[src/rtl/hwag_angle_interp.sv]
// Crank angle interpolator. It splits each tooth interval into 2^TSH ticks, paced by a
// Bresenham accumulator, and snaps the angle to the tooth boundary on every sensor edge.
//
// state | meaning
// IDLE  | waiting for a sync rise; tracking registers cleared
// RUN   | emitting angle ticks within the current tooth interval
// STALL | tick budget for the interval spent, waiting for the next edge
// LOST  | no edge within one period of stalling; frozen until sync drops
module hwag_angle_interp #(
    parameter int PW  = 24,
    parameter int TSH = 6,
    localparam int AW = 8 + TSH
) (
    input  logic          clk,
    input  logic          rst,
    input  logic          sync,
    input  logic          tooth_edge,
    input  logic          gap_next,
    input  logic [PW-1:0] period,
    input  logic [7:0]    teeth_total,
    input  logic [2:0]    missing,
    output logic [AW-1:0] angle,
    output logic [7:0]    tooth_idx,
    output logic          angle_tick,
    output logic          angle_valid,
    output logic          gap_int,
    output logic          sync_err,
    output logic          lost
);
    localparam int SW = TSH + 4;
    localparam logic [PW:0]   TOOTH_TICKS = {{(PW-TSH){1'b0}}, 1'b1, {TSH{1'b0}}};
    localparam logic [SW-1:0] ONE_TOOTH   = {3'b000, 1'b1, {TSH{1'b0}}};

    typedef enum logic [1:0] {IDLE, RUN, STALL, LOST} state_t;

    state_t        state, state_nx;
    logic          sync_prev;
    logic [PW-1:0] acc, acc_nx, stall_cnt, stall_nx, stall_inc, stall_lim;
    logic [PW:0]   acc_sum;
    logic [SW-1:0] sub, sub_nx, sub_inc, budget_m1;
    logic [3:0]    gap_mult;
    logic [AW-1:0] angle_nx;
    logic [7:0]    idx_nx, snap_idx;
    logic [8:0]    step, idx_sum, idx_wrap;
    logic          gap_nx, tick_nx, err_nx, lost_nx, small_period, tick_hit;

    assign angle_valid = (state == RUN) || (state == STALL);

    always_comb begin
        gap_mult     = {1'b0, missing} + 4'd1;
        budget_m1    = (gap_int ? {gap_mult, {TSH{1'b0}}} : ONE_TOOTH) - SW'(1);
        step         = gap_int ? {5'd0, gap_mult} : 9'd1;
        idx_sum      = {1'b0, tooth_idx} + step;
        idx_wrap     = (idx_sum >= {1'b0, teeth_total}) ? 9'd0 : idx_sum;
        snap_idx     = gap_int ? 8'd0 : idx_wrap[7:0];
        acc_sum      = {1'b0, acc} + TOOTH_TICKS;
        small_period = ({1'b0, period} <= TOOTH_TICKS);
        tick_hit     = small_period || (acc_sum >= {1'b0, period});
        stall_inc    = stall_cnt + PW'(1);
        stall_lim    = (period == '0) ? PW'(1) : period;
        sub_inc      = sub + SW'(1);

        state_nx = state;
        angle_nx = angle;
        idx_nx   = tooth_idx;
        acc_nx   = acc;
        sub_nx   = sub;
        stall_nx = stall_cnt;
        gap_nx   = gap_int;
        tick_nx  = 1'b0;
        err_nx   = 1'b0;
        lost_nx  = 1'b0;

        if (!sync) begin
            state_nx = IDLE;
            angle_nx = '0;
            idx_nx   = '0;
            acc_nx   = '0;
            sub_nx   = '0;
            stall_nx = '0;
            gap_nx   = 1'b0;
        end else begin
            case (state)
                IDLE: begin
                    // sync rising marks the edge that closed the gap: angle 0
                    if (!sync_prev) begin
                        state_nx = RUN;
                        angle_nx = '0;
                        idx_nx   = '0;
                        acc_nx   = '0;
                        sub_nx   = '0;
                        stall_nx = '0;
                        gap_nx   = 1'b0;
                    end
                end
                RUN, STALL: begin
                    if (tooth_edge) begin
                        state_nx = RUN;
                        idx_nx   = snap_idx;
                        angle_nx = {snap_idx, {TSH{1'b0}}};
                        acc_nx   = '0;
                        sub_nx   = '0;
                        stall_nx = '0;
                        gap_nx   = gap_next;
                        err_nx   = gap_int && (idx_wrap != 9'd0);
                    end else if (state == RUN) begin
                        if (small_period) begin
                            acc_nx = '0;
                        end else if (tick_hit) begin
                            acc_nx = acc_sum[PW-1:0] - period;
                        end else begin
                            acc_nx = acc_sum[PW-1:0];
                        end
                        if (tick_hit) begin
                            tick_nx  = 1'b1;
                            angle_nx = angle + AW'(1);
                            sub_nx   = sub_inc;
                            if (sub_inc == budget_m1) begin
                                state_nx = STALL;
                            end
                        end
                    end else begin
                        stall_nx = stall_inc;
                        if (stall_inc >= stall_lim) begin
                            state_nx = LOST;
                            lost_nx  = 1'b1;
                        end
                    end
                end
                LOST: begin
                    state_nx = LOST;
                end
                default: begin
                    state_nx = IDLE;
                end
            endcase
        end
    end

    always_ff @(posedge clk) begin
        if (!rst) begin
            state      <= IDLE;
            // treat sync as already high so re-entry needs a fresh rise
            sync_prev  <= 1'b1;
            angle      <= '0;
            tooth_idx  <= '0;
            acc        <= '0;
            sub        <= '0;
            stall_cnt  <= '0;
            gap_int    <= 1'b0;
            angle_tick <= 1'b0;
            sync_err   <= 1'b0;
            lost       <= 1'b0;
        end else begin
            state      <= state_nx;
            sync_prev  <= sync;
            angle      <= angle_nx;
            tooth_idx  <= idx_nx;
            acc        <= acc_nx;
            sub        <= sub_nx;
            stall_cnt  <= stall_nx;
            gap_int    <= gap_nx;
            angle_tick <= tick_nx;
            sync_err   <= err_nx;
            lost       <= lost_nx;
        end
    end
endmodule

[config.mk]
export PLATFORM = sky130hd
export DESIGN_NAME = hwag_angle_interp
export DESIGN_NICKNAME = d
export VERILOG_FILES = /design/src/rtl/hwag_angle_interp.sv
export SDC_FILE = /design/constraint.sdc
export NUM_CORES = 1
export LEC_CHECK = 0
export CORE_ASPECT_RATIO = 0.5
export CORE_MARGIN = 8
export CORE_UTILIZATION = 41
export CTS_BUF_LIST = sky130_fd_sc_hd__clkbuf_8
export DETAILED_ROUTE_END_ITERATION = 8
export GPL_TIMING_DRIVEN = 0
export PLACE_DENSITY_LB_ADDON = 0.12
export SLEW_MARGIN = 20
export SYNTH_ARGS = -nofsm -noshare
export SYNTH_HDL_FRONTEND = slang
export SYNTH_SLANG_ARGS = --single-unit
[constraint.sdc]
create_clock -name clk -period 3.8 [get_ports clk]
set_input_delay 0.38 -clock clk [delete_from_list [all_inputs] [get_ports clk]]
set_output_delay 0.38 -clock clk [all_outputs]
set_load 0.005 [all_outputs]
After elaboration in Yosys (flattened, before gate mapping) --
Index checks and enable logic that the tools add are counted.
Operators by class: muxes and demuxes 39, eq/ne operators 12, shift operators 0, $lt $le $gt $ge 4, $mul 0, bitwise operators 4, divide/modulo/power cells 0, add/subtract/negate cells 8, reduce and logical (&&, ||, !) cells 17
Operator list (number):
- 24-bit two-way mux | 8
- 24-bit one-hot mux with 2 select lines | 2
- 14-bit two-way mux | 4
- 10-bit two-way mux | 5
- 14-bit one-hot mux with 2 select lines | 1
- 24-bit by 7-bit adder with 25-bit output (second input constant) | 1
- 25-bit by 24-bit greater-or-equal comparator with 1-bit output | 1
- 24-bit by 1-bit adder with 24-bit output (second input constant) | 1
- 24-bit greater-or-equal comparator | 1
- 24-bit by 7-bit less-or-equal comparator with 1-bit output (second input constant) | 1
- 24-bit zero test | 1
- 8-bit two-way mux | 3
- 24-bit subtractor | 1
- 10-bit one-hot mux with 2 select lines | 1
- 8-bit one-hot mux with 2 select lines | 1
- 14-bit by 1-bit adder with 14-bit output (second input constant) | 1
- 2-bit two-way mux | 6
- 4-bit != test (second input constant) | 3
- 4-bit AND reduction | 3
- 10-bit by 1-bit adder with 10-bit output (second input constant) | 1
- 10-bit == test | 1
- 5-bit OR reduction | 2
- 10-bit by 1-bit subtractor with 10-bit output (second input constant) | 1
- 8-bit by 4-bit adder with 9-bit output | 1
- 20 further kinds | 33
Storage, ports and cells: bits in read-only memories 0, latch bits 0, memories 0, register bits after elaboration 87, word-level logic and storage cells 95, RAM bits 0

Longest topological paths before layout --
depth in word-level cells 9, gate-level depth with buffers 19

Least setup slack after synthesis --
No wires, ideal clock.
path kind in2reg, start point input port missing[0], end point register tooth_idx[4], required time 3.726 ns, data arrival time 3.743 ns, stages 17, setup slack -0.017 ns, path through ha_1 -> and2_1 -> ha_1 -> a21o_1 -> a21oi_1 -> nor2b_1 -> o21ai_0 -> xnor2_1 -> ha_1 -> nand3_1 -> o21bai_1 -> a211o_1 -> a31oi_1 -> o211ai_1 -> nor3_2 -> nand3_1 -> a31oi_1
Between the ends: cells in the longest elaborated chain, start to end 8
RTL lines:
- start: declaration | RTL line 21 | input logic [2:0] missing,
- 3-bit by 1-bit adder with 4-bit output * | RTL line 50 | gap_mult = {1'b0, missing} + 4'd1;
- 4-bit two-way mux * | RTL line 52 | step = gap_int ? {5'd0, gap_mult} : 9'd1;
- 8-bit by 4-bit adder with 9-bit output * | RTL line 53 | idx_sum = {1'b0, tooth_idx} + step;
- 9-bit by 8-bit greater-or-equal comparator with 1-bit output | RTL line 54 | idx_wrap = (idx_sum >= {1'b0, teeth_total}) ? 9'd0 : idx_sum;
- 9-bit two-way mux * | RTL line 54
- 8-bit two-way mux * | RTL line 55 | snap_idx = gap_int ? 8'd0 : idx_wrap[7:0];
- 8-bit two-way mux * | RTL line 97 | if (tooth_edge) begin
- 8-bit one-hot mux with 2 select lines * | RTL line 83 | case (state)
- end signal: assignment | RTL line 158 | tooth_idx <= idx_nx;
- end: declaration | RTL line 23 | output logic [7:0] tooth_idx,
Every way passes the cells marked *; elsewhere a longest branch is shown, timed or not. The select of a mux whose other input is x is not followed. A chain may end at the register's enable or synchronous reset.

Worst setup path after layout --
start point register acc[7], end point register sub[1]
Between the ends: cells in the longest elaborated chain, start to end 5
RTL lines:
- start: declaration | RTL line 38 | logic [PW-1:0] acc, acc_nx, stall_cnt, stall_nx, stall_inc, stall_lim;
- start signal: assignment | RTL line 159 | acc <= acc_nx;
- 24-bit by 7-bit adder with 25-bit output | RTL line 56 | acc_sum = {1'b0, acc} + TOOTH_TICKS;
- 25-bit by 24-bit greater-or-equal comparator with 1-bit output | RTL line 58 | tick_hit = small_period || (acc_sum >= {1'b0, period});
- 1-bit logical OR | RTL line 58
- 3-bit != test (no source line)
- 4-bit AND reduction (no source line)
- end signal: assignment | RTL line 160 | sub <= sub_nx;
- end: declaration | RTL line 40 | logic [SW-1:0] sub, sub_nx, sub_inc, budget_m1;
Every way passes these cells.

==> reports/qor.txt <==
Delay of the slowest critical-path stage -> 0.39 ns
Share of the clock period used by the worst path after layout -> 99.7%
CTS tree -> yes
Number of warnings reported in the yosys synthesis log -> 0
Sum of internal, switching and leakage power -> 1.96 mW
Most common cell after layout, fill and taps aside -> sky130_fd_sc_hd__inv_1
Power Density -> 209 mW/mm²
Data required time at the worst endpoint -> 4.13 ns
Number of hold violations in the final report -> 0
Initial core utilization -> 41.4%
Kind of launch point of the worst setup path -> flop
Clock period minus final worst setup slack -> 3.79 ns
MaxCap Viol Count -> 0
Reg clk slew, reported paths -> 0.11 ns
Part of the Yosys area used for sequential elements -> 23.1%
Post-synthesis instance area -> 0.00753 mm²
Pre-CTS worst setup slack -> -1.22 ns
Avg Inst Size Synth -> 7.68 µm²
Sum of negative setup slack -> 0 ns
Count of final max-slew check failures -> 0
Hold buffers post-CTS -> 0
Setup skew after layout -> 0.0188 ns
Layout Nets -> 1220
Seq cells post-synth -> 87
Share of final-layout standard cells stronger than drive strength 1 -> 15.2%
Number of antenna violations at the first check in global routing -> 0
Total global-route track usage -> 19.8%
Vertical extent of the die -> 112 µm
Static Leakage -> 4.00 nW
Gate Count Post-Synth -> 980
Routability cong. -> 0.856
Number of buffers between clock root and the deepest sink -> 2
Worst Tran Pin Value -> 0.915 ns
Crit path kind -> flop to flop
Highest Clock Rate -> 0.264 GHz
WP buf/inv -> 3
RSZ-0062 raised after global routing -> true
Row cnt -> 35
DPL Wire Length -> 17.9 mm
Global-route wire length before repair -> 37.9 mm
Skew-Pair Late Insertion Delay -> 0.40 ns
Drt initial violations -> 513
CTS root buf -> sky130_fd_sc_hd__clkbuf_8
Number of global-route vias before repair -> 7294
CP Capture Type -> flop
Top flip-flop cell by instance count after synthesis -> sky130_fd_sc_hd__dfxtp_1
Routed wire per std cell -> 17.5 µm
Clock net sink count -> 87
Pin count of the biggest net entering global routing -> 17
Area added between synthesis and finish -> 24.7%
Leading cell types in the layout, fill and taps excluded -> 86 x sky130_fd_sc_hd__inv_1, 82 x sky130_fd_sc_hd__nor2_1, 79 x sky130_fd_sc_hd__dfxtp_1, 73 x sky130_fd_sc_hd__nand2_1, 70 x sky130_fd_sc_hd__ha_1
TritonCTS buffer count -> 9
Run status -> complete, no violations
Setup-violating endpoint count in the final report -> 0
Slowest-stage cell, CP -> sky130_fd_sc_hd__dfxtp_4
Ports placed on the boundary -> 67
Residual DRC -> 0
Filler Cells Inserted -> 1757
Number of enable-type register cells in the synthesized netlist -> 0
H-tree depth -> 3
Via density per instance -> 5.67
Worst path setup slack after routing -> 0.0125 ns
Drt pass-1 iters -> 5
Remaining number of nets flagged by the antenna check after routing -> 0
Synthesized netlist net count -> 1095
Die W -> 208 µm
Peak supply drop -> 0.143 mV
Placeable Area -> 0.0182 mm²
Proportion of synthesized flip-flops having asynchronous set or reset -> 0%
Worst-path maximum fanout -> 6
Total via count after detailed routing -> 7663
Count of different cell masters after synthesis -> 81
Slew margin rel. -> 38.3%
Utilization after layout -> 51.6%
Worst path cell trace -> ha_4, and3_4, buf_6, nand4_1, nor2_4, xor2_2, ha_1, a211o_1, a21oi_4, o21ai_2, a211o_1, o22a_4, o31ai_4, buf_6, clkbuf_16, a22oi_1, nor2_1
Data arrival at the endpoint of the critical path -> 4.11 ns
DRT Wirelength -> 23.6 mm
Area enclosed by the die boundary -> 0.0232 mm²
Buffers on Ports -> 66
Class of the tightest hold or removal check -> flop to flop
Cell class contributing the biggest share of worst-path delay -> compound AO/OA/AOI/OAI gates
Congestion Overflow GR -> 0
through the flow:
stage	instances	hold slack, ns	instance area (µm²)
after floorplan	980	0.432	7530
after CTS	1318	0.472	8950
after global routing	1350	0.493	9380
after global placement	1286	0.445	8490
after detailed placement	1286	0.447	8490
final	1351	0.474	9390
power by group:
part	switching [mW]	internal (mW)
combinational	0.193	0.138
sequential	0.00478	0.912
clock	0.401	0.312
cell type report:
class	instances	area (µm²)	area share, %
inverter	87	327	3.48
timing repair buffer	115	1050	11.2
tap	240	300	3.20
sequential	87	1760	18.8
clock buffer	9	124	1.32
multi-input combinational	769	5530	59.0
antenna	1	2.50	0.0267
clock inverter	7	78.8	0.840
buffer	36	210	2.24
metal layers:
layer / vias to the layer above / part of all wire (%) / track usage, %
li1: 3776 / - / -
met1: 3666 / 49 / 26.4
met2: 196 / 45 / 32.0
met3: 25 / 5.5 / 4.43
met4: 0 / 1.1 / 4.83
met5: - / 0 / 0
what timing repair did:
action,CTS,global route
setup buffers,16,31
endpoints found under the hold margin,0,0
pin swaps,12,33
endpoints found under the setup margin,61,55
resized for setup,36,52
gates cloned,1,1
cells in the mapped netlist (3+ instances only):
cell | number | area, µm²
sky130_fd_sc_hd__a21o_1 | 17 | 128
sky130_fd_sc_hd__clkbuf_2 | 3 | 15.0
sky130_fd_sc_hd__a32oi_1 | 5 | 43.8
sky130_fd_sc_hd__a21oi_1 | 69 | 345
sky130_fd_sc_hd__nand2_2 | 3 | 18.8
sky130_fd_sc_hd__nand3_1 | 46 | 230
sky130_fd_sc_hd__dfxtp_1 | 87 | 1740
sky130_fd_sc_hd__nor2_1 | 86 | 323
sky130_fd_sc_hd__ha_1 | 73 | 913
sky130_fd_sc_hd__nand2_1 | 75 | 282
sky130_fd_sc_hd__or3_1 | 7 | 43.8
sky130_fd_sc_hd__o21ai_2 | 4 | 35.0
sky130_fd_sc_hd__o211ai_1 | 13 | 97.6
sky130_fd_sc_hd__xor2_1 | 34 | 298
sky130_fd_sc_hd__nor3_2 | 4 | 40.0
sky130_fd_sc_hd__nor2b_1 | 9 | 56.3
sky130_fd_sc_hd__nor3b_1 | 3 | 22.5
sky130_fd_sc_hd__a21boi_0 | 3 | 22.5
sky130_fd_sc_hd__and3_1 | 13 | 81.3
sky130_fd_sc_hd__clkbuf_1 | 19 | 71.3
sky130_fd_sc_hd__buf_2 | 12 | 60.1
sky130_fd_sc_hd__a211o_1 | 4 | 35.0
sky130_fd_sc_hd__and4_1 | 7 | 61.3
sky130_fd_sc_hd__nand4_1 | 19 | 119
sky130_fd_sc_hd__a22o_1 | 4 | 35.0
sky130_fd_sc_hd__a31oi_1 | 13 | 81.3
sky130_fd_sc_hd__and2_1 | 11 | 68.8
sky130_fd_sc_hd__inv_1 | 87 | 327
sky130_fd_sc_hd__xnor2_1 | 42 | 368
sky130_fd_sc_hd__a22oi_1 | 15 | 113
sky130_fd_sc_hd__mux2i_1 | 14 | 140
sky130_fd_sc_hd__o21ai_0 | 52 | 260
sky130_fd_sc_hd__nor4_1 | 14 | 87.6
sky130_fd_sc_hd__nand2b_1 | 7 | 43.8
sky130_fd_sc_hd__o21a_1 | 3 | 22.5
sky130_fd_sc_hd__a221oi_1 | 7 | 61.3
sky130_fd_sc_hd__nand3b_1 | 5 | 37.5
sky130_fd_sc_hd__nor3_1 | 25 | 125
sky130_fd_sc_hd__o2bb2ai_1 | 5 | 43.8
sky130_fd_sc_hd__a211oi_1 | 5 | 37.5
flip-flops by register name, summed over array words and instances, names as in the netlist, 2 cells and up:
register   flops
sub           10
acc           24
state          2
stall_cnt     24
angle         14
tooth_idx      8
cell families after synthesis:
logic type / after synthesis / share of synthesized area, %
adders and majority gates: 75 / 12.7
AOI/OAI and AO/OA: 252 / 22.4
and+or+nand+nor: 350 / 23.8
buffers and inverters: 124 / 6.80
muxes: 14 / 1.86
DFF: 87 / 23.1
xor gates and xnor gates: 78 / 9.36
worst register-to-register path: cells and delay by family, from the launching register on:
kind	cells	cell delay (ns)
buffers and inverters	3	0.47
xor gates and xnor gates	1	0.18
DFF	1	0.39
adders and majority gates	2	0.40
AOI/OAI and AO/OA	7	1.65
and+or+nand+nor	4	0.65
final timing paths:
check / startpoint / end / slack, ns / cells after the start
max: acc[7] / sub[1] / 0.01 / 17
min: acc[0] / acc[0] / 0.47 / 1
max reg2reg: acc[7] / sub[1] / 0.01 / 17
min reg2reg: acc[0] / acc[0] / 0.47 / 1
No activity file was read; power rests on OpenSTA's default activity.
